==> src/rtl/wb_arbiter.sv <==
// wb_arbiter: round-robin writeback arbiter for four units feeding one staged writeback port
module wb_arbiter #(
  parameter int DATA_WIDTH = 32,
  parameter int REGBIT     = 6
) (
  input  logic                  clk,
  input  logic                  resetn,
  input  logic                  flush,
  input  logic                  alu_wb_valid,
  input  logic [REGBIT-1:0]     alu_wb_dst,
  input  logic [DATA_WIDTH-1:0] alu_wb_data,
  input  logic [3:0]            alu_wb_byte_wen,
  output logic                  alu_wb_ready,
  input  logic                  bru_wb_valid,
  input  logic [REGBIT-1:0]     bru_wb_dst,
  input  logic [DATA_WIDTH-1:0] bru_wb_data,
  input  logic [3:0]            bru_wb_byte_wen,
  output logic                  bru_wb_ready,
  input  logic                  lsu_wb_valid,
  input  logic [REGBIT-1:0]     lsu_wb_dst,
  input  logic [DATA_WIDTH-1:0] lsu_wb_data,
  input  logic [3:0]            lsu_wb_byte_wen,
  output logic                  lsu_wb_ready,
  input  logic                  mdu_wb_valid,
  input  logic [REGBIT-1:0]     mdu_wb_dst,
  input  logic [DATA_WIDTH-1:0] mdu_wb_data,
  input  logic [3:0]            mdu_wb_byte_wen,
  output logic                  mdu_wb_ready,
  output logic                  wb_valid,
  input  logic                  wb_ready,
  output logic [REGBIT-1:0]     wb_dst,
  output logic [DATA_WIDTH-1:0] wb_data,
  output logic [3:0]            wb_byte_wen,
  output logic [2:0]            wb_fu,
  output logic [31:0]           wb_count
);
  logic                  r_valid;
  logic [REGBIT-1:0]     r_dst;
  logic [DATA_WIDTH-1:0] r_data;
  logic [3:0]            r_wen;
  logic [2:0]            r_fu;
  logic [31:0]           r_count;
  logic [1:0]            r_last;
  logic [3:0]            w_req;
  logic                  w_en;
  logic                  w_any;
  logic [1:0]            w_idx;
  logic [3:0]            w_gnt;
  logic                  w_consume;
  logic [REGBIT-1:0]     w_dst;
  logic [DATA_WIDTH-1:0] w_data;
  logic [3:0]            w_wen;

  // Grants depend only on valids, the slot state, flush and reset, never on request payloads.
  assign w_req     = {mdu_wb_valid, lsu_wb_valid, bru_wb_valid, alu_wb_valid};
  assign w_en      = (!r_valid || wb_ready) && !flush && resetn;
  assign w_consume = r_valid && wb_ready;
  assign w_gnt     = w_any ? 4'b0001 << w_idx : 4'b0000;
  assign {mdu_wb_ready, lsu_wb_ready, bru_wb_ready, alu_wb_ready} = w_gnt;

  // Round-robin search starting just after the last grant; the last grantee is checked last.
  always_comb begin
    w_any = 1'b0;
    w_idx = r_last;
    for (int k = 1; k <= 4; k++) begin
      if (!w_any && w_req[r_last + 2'(k)]) begin
        w_any = 1'b1;
        w_idx = r_last + 2'(k);
      end
    end
    w_any = w_any && w_en;
  end

  // Payload mux for the granted unit.
  always_comb begin
    w_dst  = w_idx == 2'd0 ? alu_wb_dst  : w_idx == 2'd1 ? bru_wb_dst  : w_idx == 2'd2 ? lsu_wb_dst  : mdu_wb_dst;
    w_data = w_idx == 2'd0 ? alu_wb_data : w_idx == 2'd1 ? bru_wb_data : w_idx == 2'd2 ? lsu_wb_data : mdu_wb_data;
    w_wen  = w_idx == 2'd0 ? alu_wb_byte_wen : w_idx == 2'd1 ? bru_wb_byte_wen : w_idx == 2'd2 ? lsu_wb_byte_wen : mdu_wb_byte_wen;
  end

  // Stage register, consume counter and last-grant pointer; writes to GPR zero keep the slot but drop the enables.
  always_ff @(posedge clk or negedge resetn) begin
    if (!resetn) begin
      r_valid <= 1'b0;
      r_dst   <= '0;
      r_data  <= '0;
      r_wen   <= 4'b0000;
      r_fu    <= 3'd0;
      r_count <= 32'd0;
      r_last  <= 2'd3;
    end else if (flush) begin
      r_valid <= 1'b0;
      r_fu    <= 3'd0;
    end else begin
      if (w_consume) r_count <= r_count + 32'd1;
      if (w_any) begin
        r_valid <= 1'b1;
        r_dst   <= w_dst;
        r_data  <= w_data;
        r_wen   <= w_dst == '0 ? 4'b0000 : w_wen;
        r_fu    <= {1'b0, w_idx} + 3'd1;
        r_last  <= w_idx;
      end else if (w_consume) begin
        r_valid <= 1'b0;
        r_fu    <= 3'd0;
      end
    end
  end

  assign wb_valid    = r_valid;
  assign wb_dst      = r_dst;
  assign wb_data     = r_data;
  assign wb_byte_wen = r_wen;
  assign wb_fu       = r_fu;
  assign wb_count    = r_count;
endmodule

==> config.mk <==
export PLATFORM = sky130hd
export DESIGN_NAME = wb_arbiter
export DESIGN_NICKNAME = d
export VERILOG_FILES = /design/src/rtl/wb_arbiter.sv
export SDC_FILE = /design/constraint.sdc
export NUM_CORES = 1
export LEC_CHECK = 0
export CORE_ASPECT_RATIO = 2
export CORE_MARGIN = 3
export CORE_UTILIZATION = 40
export CTS_BUF_LIST = sky130_fd_sc_hd__clkbuf_16
export CTS_CLUSTER_SIZE = 25
export DETAILED_ROUTE_END_ITERATION = 10
export GPL_TIMING_DRIVEN = 0
export PLACE_DENSITY_LB_ADDON = 0.15
export SLEW_MARGIN = 20
export SYNTH_ARGS = -nofsm -noshare
export SYNTH_HDL_FRONTEND = slang
export SYNTH_SLANG_ARGS = --single-unit
==> constraint.sdc <==
create_clock -name clk -period 3.5 [get_ports clk]
set_input_delay 0.525 -clock clk [delete_from_list [all_inputs] [get_ports clk]]
set_output_delay 0.525 -clock clk [all_outputs]
set_load 0.005 [all_outputs]
Yosys cells after proc, flatten, opt, wreduce, memory -nomap -nowiden

Index checks and enable logic that the tools add are counted.

Register bits: 80
Output and inout bits: 82
Word-level logic and storage cells: 71

Add/subtract/negate cells: 5
$lt $le $gt $ge: 4
Eq/ne operators: 2
Shift-type cells: 1
Mux-type cells: 33
Bitwise logic cells: 1
Reduce and logical (&&, ||, !) cells: 18

Operator list:

| operator                                            | count |
|---|---|
| two-way mux 32 bit                                  | 3 |
| adder 32 x 1 -> 32 bit (second input constant)      | 1 |
| two-way mux 4 bit                                   | 5 |
| two-way mux 6 bit                                   | 3 |
| < comparator 2 x 3 -> 1 bit (second input constant) | 4 |
| two-way mux 1 bit                                   | 11 |
| two-way mux 3 bit                                   | 3 |
| binary-select mux 1 bit (select 2 bit)              | 4 |
| two-way mux 2 bit                                   | 4 |
| logical AND 1 bit                                   | 7 |
| logical NOT 6 bit                                   | 1 |
| logical NOT 1 bit                                   | 5 |
| adder 2 bit (second input constant)                 | 2 |
| AND reduction 2 bit                                 | 2 |
| << shifter 1 x 2 -> 4 bit (first input constant)    | 1 |
| adder 2 x 1 -> 3 bit (second input constant)        | 1 |
| nonzero test 3 bit                                  | 1 |
| adder 2 x 1 -> 2 bit (second input constant)        | 1 |
| == test 2 x 1 -> 1 bit (second input constant)      | 1 |
| == test 2 bit (second input constant)               | 1 |
| logical NOT 2 bit                                   | 1 |
| logical OR 1 bit                                    | 1 |
| NOT 1 bit                                           | 1 |

Depth between registers and ports, before layout

Gate-level depths: netlist (run 1).

Depth in word-level cells: 19
Depth in mapped cells: 13

Least setup slack after synthesis (run 1)

No wires, ideal clock.

Path type: register to register
Start point: register r_last[1]
End point: register r_wen[0] (netlist: wb_byte_wen[0])
Arrival: 2672 ps
Required time: 3380 ps
Setup slack: 708 ps
Stages on the path, launching flop included: 13
Path buffers: 1
Clock period less this slack: 2792 ps
Cells stage by stage: dfstp_2 > nand2_1 > nor2_1 > nor2_1 > a21oi_1 > inv_1 > ha_1 > buf_4 > or3b_1 > a22oi_1 > o211ai_1 > or4b_4 > o211a_1

Cells in the longest elaborated chain, start to end: 19

RTL lines:

| element                                 | RTL line | source |
|---|---|---|
| from (decl)                             | 43       | `logic [1:0] r_last;` |
| from (signal assigned)                  | 102      | `r_last <= w_idx;` |
| adder 2 x 1 -> 2 bit                    | 66, 68   |  |
| binary-select mux 1 bit (select 2 bit)  | 66       | `if (!w_any && w_req[r_last + 2'(k)]) begin` |
| two-way mux 1 bit (implied by the code) | 66       |  |
| two-way mux 1 bit                       | 66       |  |
| logical NOT 1 bit                       | 66       |  |
| logical AND 1 bit                       | 66       |  |
| two-way mux 1 bit                       | 66       |  |
| logical NOT 1 bit                       | 66       |  |
| [2 not listed]                          | -        |  |
| logical NOT 1 bit                       | 66       |  |
| logical AND 1 bit                       | 66       |  |
| two-way mux 2 bit (*)                   | 66       |  |
| named net w_idx[1]                      | 47       | `logic [1:0] w_idx;` |
| == test 2 bit                           | 76, 78   |  |
| two-way mux 6 bit (3 in a row)          | 76       | `w_dst = w_idx == 2'd0 ? alu_wb_dst : w_idx == 2'd1 ? bru_wb_dst : w_idx == 2'd2 ? lsu_wb_dst : mdu_wb_dst;` |
| logical NOT 6 bit                       | 100      | `r_wen <= w_dst == '0 ? 4'b0000 : w_wen;` |
| two-way mux 4 bit (*)                   | 100      |  |
| to (signal assigned)                    | 100      |  |
| to (decl)                               | 40       | `logic [3:0] r_wen;` |

The timed path passes the listed nets; every way through them passes the cells marked *. The select of a mux whose other input is x is not followed.
A chain may end at the register's enable or synchronous reset.

Worst setup path in the final report (run 1)

Start point: input port bru_wb_valid
End point: output port lsu_wb_ready

Cells in the longest elaborated chain, start to end: 14

RTL lines:

| element                                                               | RTL line | source |
|---|---|---|
| from (decl)                                                           | 14       | `input logic bru_wb_valid,` |
| binary-select mux 1 bit (select 2 bit)                                | 66       |  |
| two-way mux 1 bit (implied by the code)                               | 66       |  |
| two-way mux 1 bit                                                     | 66       |  |
| logical NOT 1 bit                                                     | 66       |  |
| logical AND 1 bit                                                     | 66       |  |
| two-way mux 1 bit                                                     | 66       |  |
| logical NOT 1 bit                                                     | 66       |  |
| logical AND 1 bit                                                     | 66       |  |
| two-way mux 1 bit                                                     | 66       |  |
| logical NOT 1 bit                                                     | 66       |  |
| logical AND 1 bit                                                     | 66       |  |
| two-way mux 2 bit / two-way mux 1 bit (equally long branches)         | 66       |  |
| << shifter 1 x 2 -> 4 bit / logical AND 1 bit (equally long branches) | 58, 71   |  |
| two-way mux 4 bit (*)                                                 | 58       | `assign w_gnt = w_any ? 4'b0001 << w_idx : 4'b0000;` |
| to (decl)                                                             | 23       | `output logic lsu_wb_ready,` |

Every way passes the cells marked *; elsewhere a longest branch is shown, timed or not. The select of a mux whose other input is x is not followed.

==> impl_metrics.toml, run 1 <==
[clock_tree]
ctsHoldBuffers = 0
cts.sinks = 80
cts_buffer_depth = 2
clock-root-buffer = "clkbuf_16"
clkLatencyLatePin_ps = 330
cts_tree = "built"
cts_buffers = 9
h-tree-depth = 3
clk_pin_slew_ps = 60

[finish]
fillers = 976
syn2layout_area_growth_pct = 64.8
drive_gt1_share_pct = 5.57
stdcell_count = 915
fin_nets = 948

[critical_path]
endpoint_kind = "output port"
criticalPathCategory = "primary input to output port"
path_max_fanout = 10
crit_arrival_ps = 2910
cpPeakStageDelay_ps = 560
cp_common_cell = "clkdlybuf4s50_1"
cpMaxStageDelayCell = "or4_1"
crit_chain = "clkdlybuf4s50_1 -> or4_1 -> and4b_1 -> buf_2 -> clkbuf_1 -> and2_1 -> clkdlybuf4s50_1"
cp-start-kind = "primary input"
crit_required_ps = 2970

[routing]
ant_nets = 0
drtIter0Drc = 249
viasPerCell = 5.33
vias = 4873
drt_wl_total_um = 16900
first_pass_iters = 5
drcViolationCount = 0
routedWlPerCell_um = 18.5

[synthesis]
yosysMostFrequentCell = "nand2_1"
synth_top_area_cell = "dfrtp_1"
netlist_instances = 500
yosys_register_bits = 80
synthTopCellsByArea = "dfrtp_1 (41%), mux2i_1 (16%), o21ai_0 (7.4%)"
synth_edf_count = 0
syn-num-nets = 681
syn_area_per_cell_um2 = 9.44
postSynth.asyncResetShare_pct = 100
ys_seq_area_share_pct = 42.5
syn_area_um2 = 4720
ys_types = 46
ys.flop_type = "dfrtp_1"
yosysTopAreaCellShare_pct = 41.4
ys.warnings.count = 0
netlist_top_cells_count = "nand2_1 (87), dfrtp_1 (78), mux2i_1 (75)"

[die]
fp.dieH_um = 160
start_util_pct = 41.3
rows = 55
die_area_um2 = 13200
die_w_um = 82.8
core_area_um2 = 11400
pin_count = 258

[grt]
antenna_found_initial = 1
grt_pass1_wl_um = 26200
grt_usage_pct = 24.9
grt_pass1_vias = 5097
grt-ovfl-total = 0
grt_max_degree = 60

[hold_path]
holdCritPathClass = "primary input to asynchronous set/reset pin"

[placement]
dp.cells = 900
io_buffer_count = 257
pre_cts_ws_ps = -527
globalplace.congestion = 0.996
dp_hpwl_um = 13800

[power]
power_w = 0.00463
leakagePower_nw = 3.36
ir_drop_v = 0.000402
powerDensity_nw_per_um2 = 595

[sta]
maxSlewHeadroom_pct = 50.5
finalCriticalPeriod_ps = 3430
rsz0062_at_grt = "false"
tightest_slew_ps = 742
hold_violations = 0
fin_ws_ps = 65.3
setup_tns_ps = 0
period_share_pct = 98.1
final-max-slew-violation-count = 0
hold_ws_ps = 90.5
report.final.setup_viol = 0
finClkSkew_ps = 6.37
fmax_ghz = 0.291

[flow_run]
max-cap-violations = 0

[status]
status = "complete, no violations"
[layout by cell type (no fill, tap or decap), drive strengths merged, types with 4 or more instances in the layout]
| cell type | n |
|---|---|
| nand2 | 87 |
| and4 | 5 |
| o22ai | 4 |
| ha | 5 |
| inv | 5 |
| clkinv | 5 |
| buf | 14 |
| o21ai | 70 |
| mux2i | 75 |
| nand4 | 11 |
| nor2 | 19 |
| o211a | 4 |
| and2 | 4 |
| clkbuf | 26 |
| dfrtp | 78 |
| mux2 | 5 |
| xnor2 | 22 |
| nand3 | 14 |
| xor2 | 9 |
| nand2b | 7 |
| clkdlybuf4s50 | 254 |
| a21oi | 5 |
[final cells by class]
class | count | area (µm²) | share of cell area [%]
sequential | 80 | 2000 | 25.8
clock buffer | 9 | 225 | 2.89
multi-input combinational | 385 | 2560 | 32.9
timing repair buffer | 259 | 2610 | 33.5
inverter | 4 | 17.5 | 0.225
clock inverter | 7 | 37.5 | 0.482
tap | 142 | 178 | 2.28
buffer | 28 | 149 | 1.91
antenna | 1 | 2.50 | 0.0322
[critical path: cells and delay by family]
family | cells | cell delay (ps)
buf+inv | 4 | 1360
simple gates | 3 | 1010
[metrics by stage]
step                cell area (µm²)  utilization [%]
floorplan                      4720                -
global placement               7470             65.4
detailed placement             7490             65.6
CTS                            7770             68.0
global route                   7780             68.1
finish                         7780             68.1
[flip-flops by register name (all words and copies together), names as in the netlist]
register,count
wb_count,32
wb_data,32
wb_dst,6
wb_byte_wen,4
wb_fu,3
r_last,2
wb_valid,1
[worst paths after layout]
| kind | from | end | slack, ps | depth (start not counted) |
|---|---|---|---|---|
| max reg2reg | r_last[1]$_DFFE_PN1P_ | wb_byte_wen[1]$_DFFE_PN0P_ | 260 | 12 |
| max | bru_wb_valid | lsu_wb_ready | 70 | 7 |
| min | resetn | wb_count[7]$_DFFE_PN0P_ | 90 | 1 |
| min in group clk | wb_data[20]$_DFFE_PN0P_ | wb_data[20]$_DFFE_PN0P_ | 480 | 2 |
| min reg2reg | wb_data[20]$_DFFE_PN0P_ | wb_data[20]$_DFFE_PN0P_ | 480 | 2 |
| max in group asynchronous | resetn | r_last[1]$_DFFE_PN1P_ | 2760 | 2 |
[metal layers]
layer	global-route usage, %	part of all wire, %	vias up
met5	0	0	-
met4	10.0	3.0	0
met3	4.85	5.6	32
met2	48.2	56	209
met1	25.3	35	2312
li1	-	-	2320
[power breakdown]
group          total [W]  leakage [nW]  switching [W]  internal [W]
sequential       0.00138          1.02       0.000179       0.00121
clock           0.000837         0.128       0.000365      0.000472
combinational    0.00240          2.21        0.00112       0.00128
total            0.00463          3.36        0.00166       0.00296
[repair_timing]
item,4_1_cts,5_1_grt
gates resized for setup,8,4
cloned,0,0
buffers inserted,0,1
pin swaps,0,1
setup endpoints to repair,3,5
[cell families after synthesis]
kind of cell             Yosys count  synth area share, %
AO/OA/AOI/OAI                    103                 12.7
adder cells (fa/ha/maj)            5                 1.33
buffers and inverters             35                 3.37
AND/OR/NAND/NOR                  166                 17.3
flip-flops                        80                 42.5
XOR/XNOR                          31                 5.75
multiplexers                      80                 17.1
Power figures use the tool's default switching activity.
==> inputs of run 2 (changes only) <==
--- a/config.mk
+++ b/config.mk
@@ -9,7 +9,7 @@
 export CORE_MARGIN = 3
 export CORE_UTILIZATION = 40
 export CTS_BUF_LIST = sky130_fd_sc_hd__clkbuf_16
-export CTS_CLUSTER_SIZE = 25
+export CTS_CLUSTER_SIZE = 16
 export DETAILED_ROUTE_END_ITERATION = 10
 export GPL_TIMING_DRIVEN = 0
 export PLACE_DENSITY_LB_ADDON = 0.15
==> results of run 2 <==
The final DEF is identical to that of run 1; final timing and power are the same.
==> inputs of run 3 (changes only) <==
--- a/config.mk
+++ b/config.mk
@@ -13,7 +13,7 @@
 export DETAILED_ROUTE_END_ITERATION = 10
 export GPL_TIMING_DRIVEN = 0
 export PLACE_DENSITY_LB_ADDON = 0.15
-export SLEW_MARGIN = 20
+export SLEW_MARGIN = 40
 export SYNTH_ARGS = -nofsm -noshare
 export SYNTH_HDL_FRONTEND = slang
 export SYNTH_SLANG_ARGS = --single-unit
==> impl_metrics.toml, run 3 (synthesized netlist as in run 1, its figures left out) <==
[clock_tree]
h-tree-depth = 3
clk_pin_slew_ps = 60
cts_tree = "built"
clock-root-buffer = "clkbuf_16"
cts_buffer_depth = 2
ctsHoldBuffers = 0
cts_buffers = 9
clkLatencyLatePin_ps = 330
cts.sinks = 80

[sta]
period_share_pct = 97.0
final-max-slew-violation-count = 0
finClkSkew_ps = 6.46
report.final.setup_viol = 0
maxSlewHeadroom_pct = 50.0
tightest_slew_ps = 750
hold_violations = 0
fmax_ghz = 0.295
finalCriticalPeriod_ps = 3390
rsz0062_at_grt = "true"

[critical_path]
crit_family = "buffers and inverters"
rr_worst_depth = 12
cp_num_buf_inv = 4
endpoint_kind = "output port"
crit_arrival_ps = 2870
timing.rr.end = "wb_byte_wen[1]$_DFFE_PN0P_"
r2r_slack_ps = 270
cpPeakStageDelay_ps = 560
cp-start-kind = "primary input"
path_max_fanout = 10
r2r-start = "r_last[1]$_DFFE_PN1P_"
crit_required_ps = 2970
cpMaxStageDelayCell = "or4_1"
crit_chain = "clkdlybuf4s50_1 -> or4_1 -> nand4b_1 -> buf_2 -> buf_2 -> nor2_1 -> clkdlybuf4s50_1"
criticalPathCategory = "primary input to output port"

[grt]
grt_usage_pct = 25.2
grt_max_degree = 60
grt-ovfl-total = 0
antenna_found_initial = 1
grt_pass1_vias = 5149
grt_pass1_wl_um = 26600

[placement]
io_buffer_count = 257
globalplace.congestion = 0.996
dp_hpwl_um = 13800
placed_area_um2 = 7500

[finish]
fin_nets = 954
final_cell_area_um2 = 7850
syn2layout_area_growth_pct = 66.3
fillers = 964
drive_gt1_share_pct = 6.68
final_common_cell = "clkdlybuf4s50_1"
final_cell_mix = "clkdlybuf4s50_1 (254), nand2_1 (87), dfrtp_1 (78), mux2i_1 (75), o21ai_0 (70)"

[routing]
routedWlPerCell_um = 18.4
vias = 4927
first_pass_iters = 4
ant_nets = 0
viasPerCell = 5.35
drt_wl_total_um = 16900
drcViolationCount = 0
drtIter0Drc = 201

[power]
ir_drop_v = 0.000370
powerDensity_nw_per_um2 = 602
leakagePower_nw = 3.41
power_w = 0.00472

[status]
status = "complete, no violations"

[die]
rows = 55
fp.dieH_um = 160
die_w_um = 82.8
die_area_um2 = 13200
pin_count = 258
core_area_um2 = 11400
start_util_pct = 41.3

[flow_run]
max-cap-violations = 0

[hold_path]
holdCritPathClass = "primary input to asynchronous set/reset pin"
==> run 3: changes by cell type in the layout (fill, tap and decap cells not counted) <==
| cell | change |
|---|---|
| nor2_2 | +1 |
| buf_4 | +5 |
| clkbuf_1 | -1 |
| clkinv_2 | +1 |
| clkinv_1 | -2 |
| inv_1 | +1 |
| buf_6 | +1 |
| nor2_1 | -1 |
| buf_12 | +1 |
==> run 3: metal layers <==
metal | vias up | track usage (%) | part of all wire [%]
li1 | 2334 | - | -
met1 | 2347 | 26.2 | 35
met2 | 206 | 47.7 | 56
met3 | 40 | 5.21 | 5.6
met4 | 0 | 10.9 | 3.4
met5 | - | 0 | 0
==> run 3: worst max path at each step <==
stage                               start                          to  slack (ps)  depth (start not counted)
finish                       bru_wb_valid                alu_wb_ready         110                          7
global route                 bru_wb_valid                alu_wb_ready          -9                          7
detailed placement           alu_wb_valid                lsu_wb_ready        -520                         11
global placement                   resetn                alu_wb_ready       -2850                          6
floorplan           r_last[1]$_DFFE_PN1P_  wb_byte_wen[0]$_DFFE_PN0P_         710                         12
CTS                          mdu_wb_valid                lsu_wb_ready         0.1                         10
==> run 3: layout make-up <==
type / count / area (µm²) / share of cell area [%]
multi-input combinational: 385 / 2560 / 32.6
sequential: 80 / 2000 / 25.5
clock buffer: 9 / 225 / 2.87
buffer: 28 / 165 / 2.10
antenna: 1 / 2.50 / 0.0319
timing repair buffer: 265 / 2660 / 33.8
tap: 142 / 178 / 2.26
clock inverter: 7 / 38.8 / 0.494
inverter: 4 / 17.5 / 0.223
==> run 3: through the flow <==
step	setup slack [ps]	hold slack [ps]	setup TNS [ps]	util [%]	std cells
after floorplan	708	229	0	-	500
after global placement	-2850	463	-167220	65.4	899
after detailed placement	-520	396	-2960	65.6	900
after CTS	0.103	35.0	0	68.0	914
after global routing	-8.91	44.9	-8.91	68.7	921
final	106	38.0	0	68.7	921
==> run 3: report_power, final <==
| part | switching (W) | internal [W] |
|---|---|---|
| clock network | 0.000367 | 0.000473 |
| logic | 0.00114 | 0.00135 |
| registers | 0.000183 | 0.00121 |
==> run 3: worst register-to-register path, cell delays in order, from the launching register on <==
cell and delay (ps):
dfstp_2 590, nand2b_1 130, a21oi_1 70, a311o_1 380
inv_1 110, ha_1 210, buf_12 150, buf_4 120
mux2_2 340, o221ai_1 90, o221ai_1 190, or4b_4 590
o211a_1 150
==> run 3: repair_timing <==
item,4_1_cts,5_1_grt
setup endpoints to repair,3,7
pin swaps,0,1
setup buffers,0,7
gates resized for setup,7,7
gates cloned,0,0
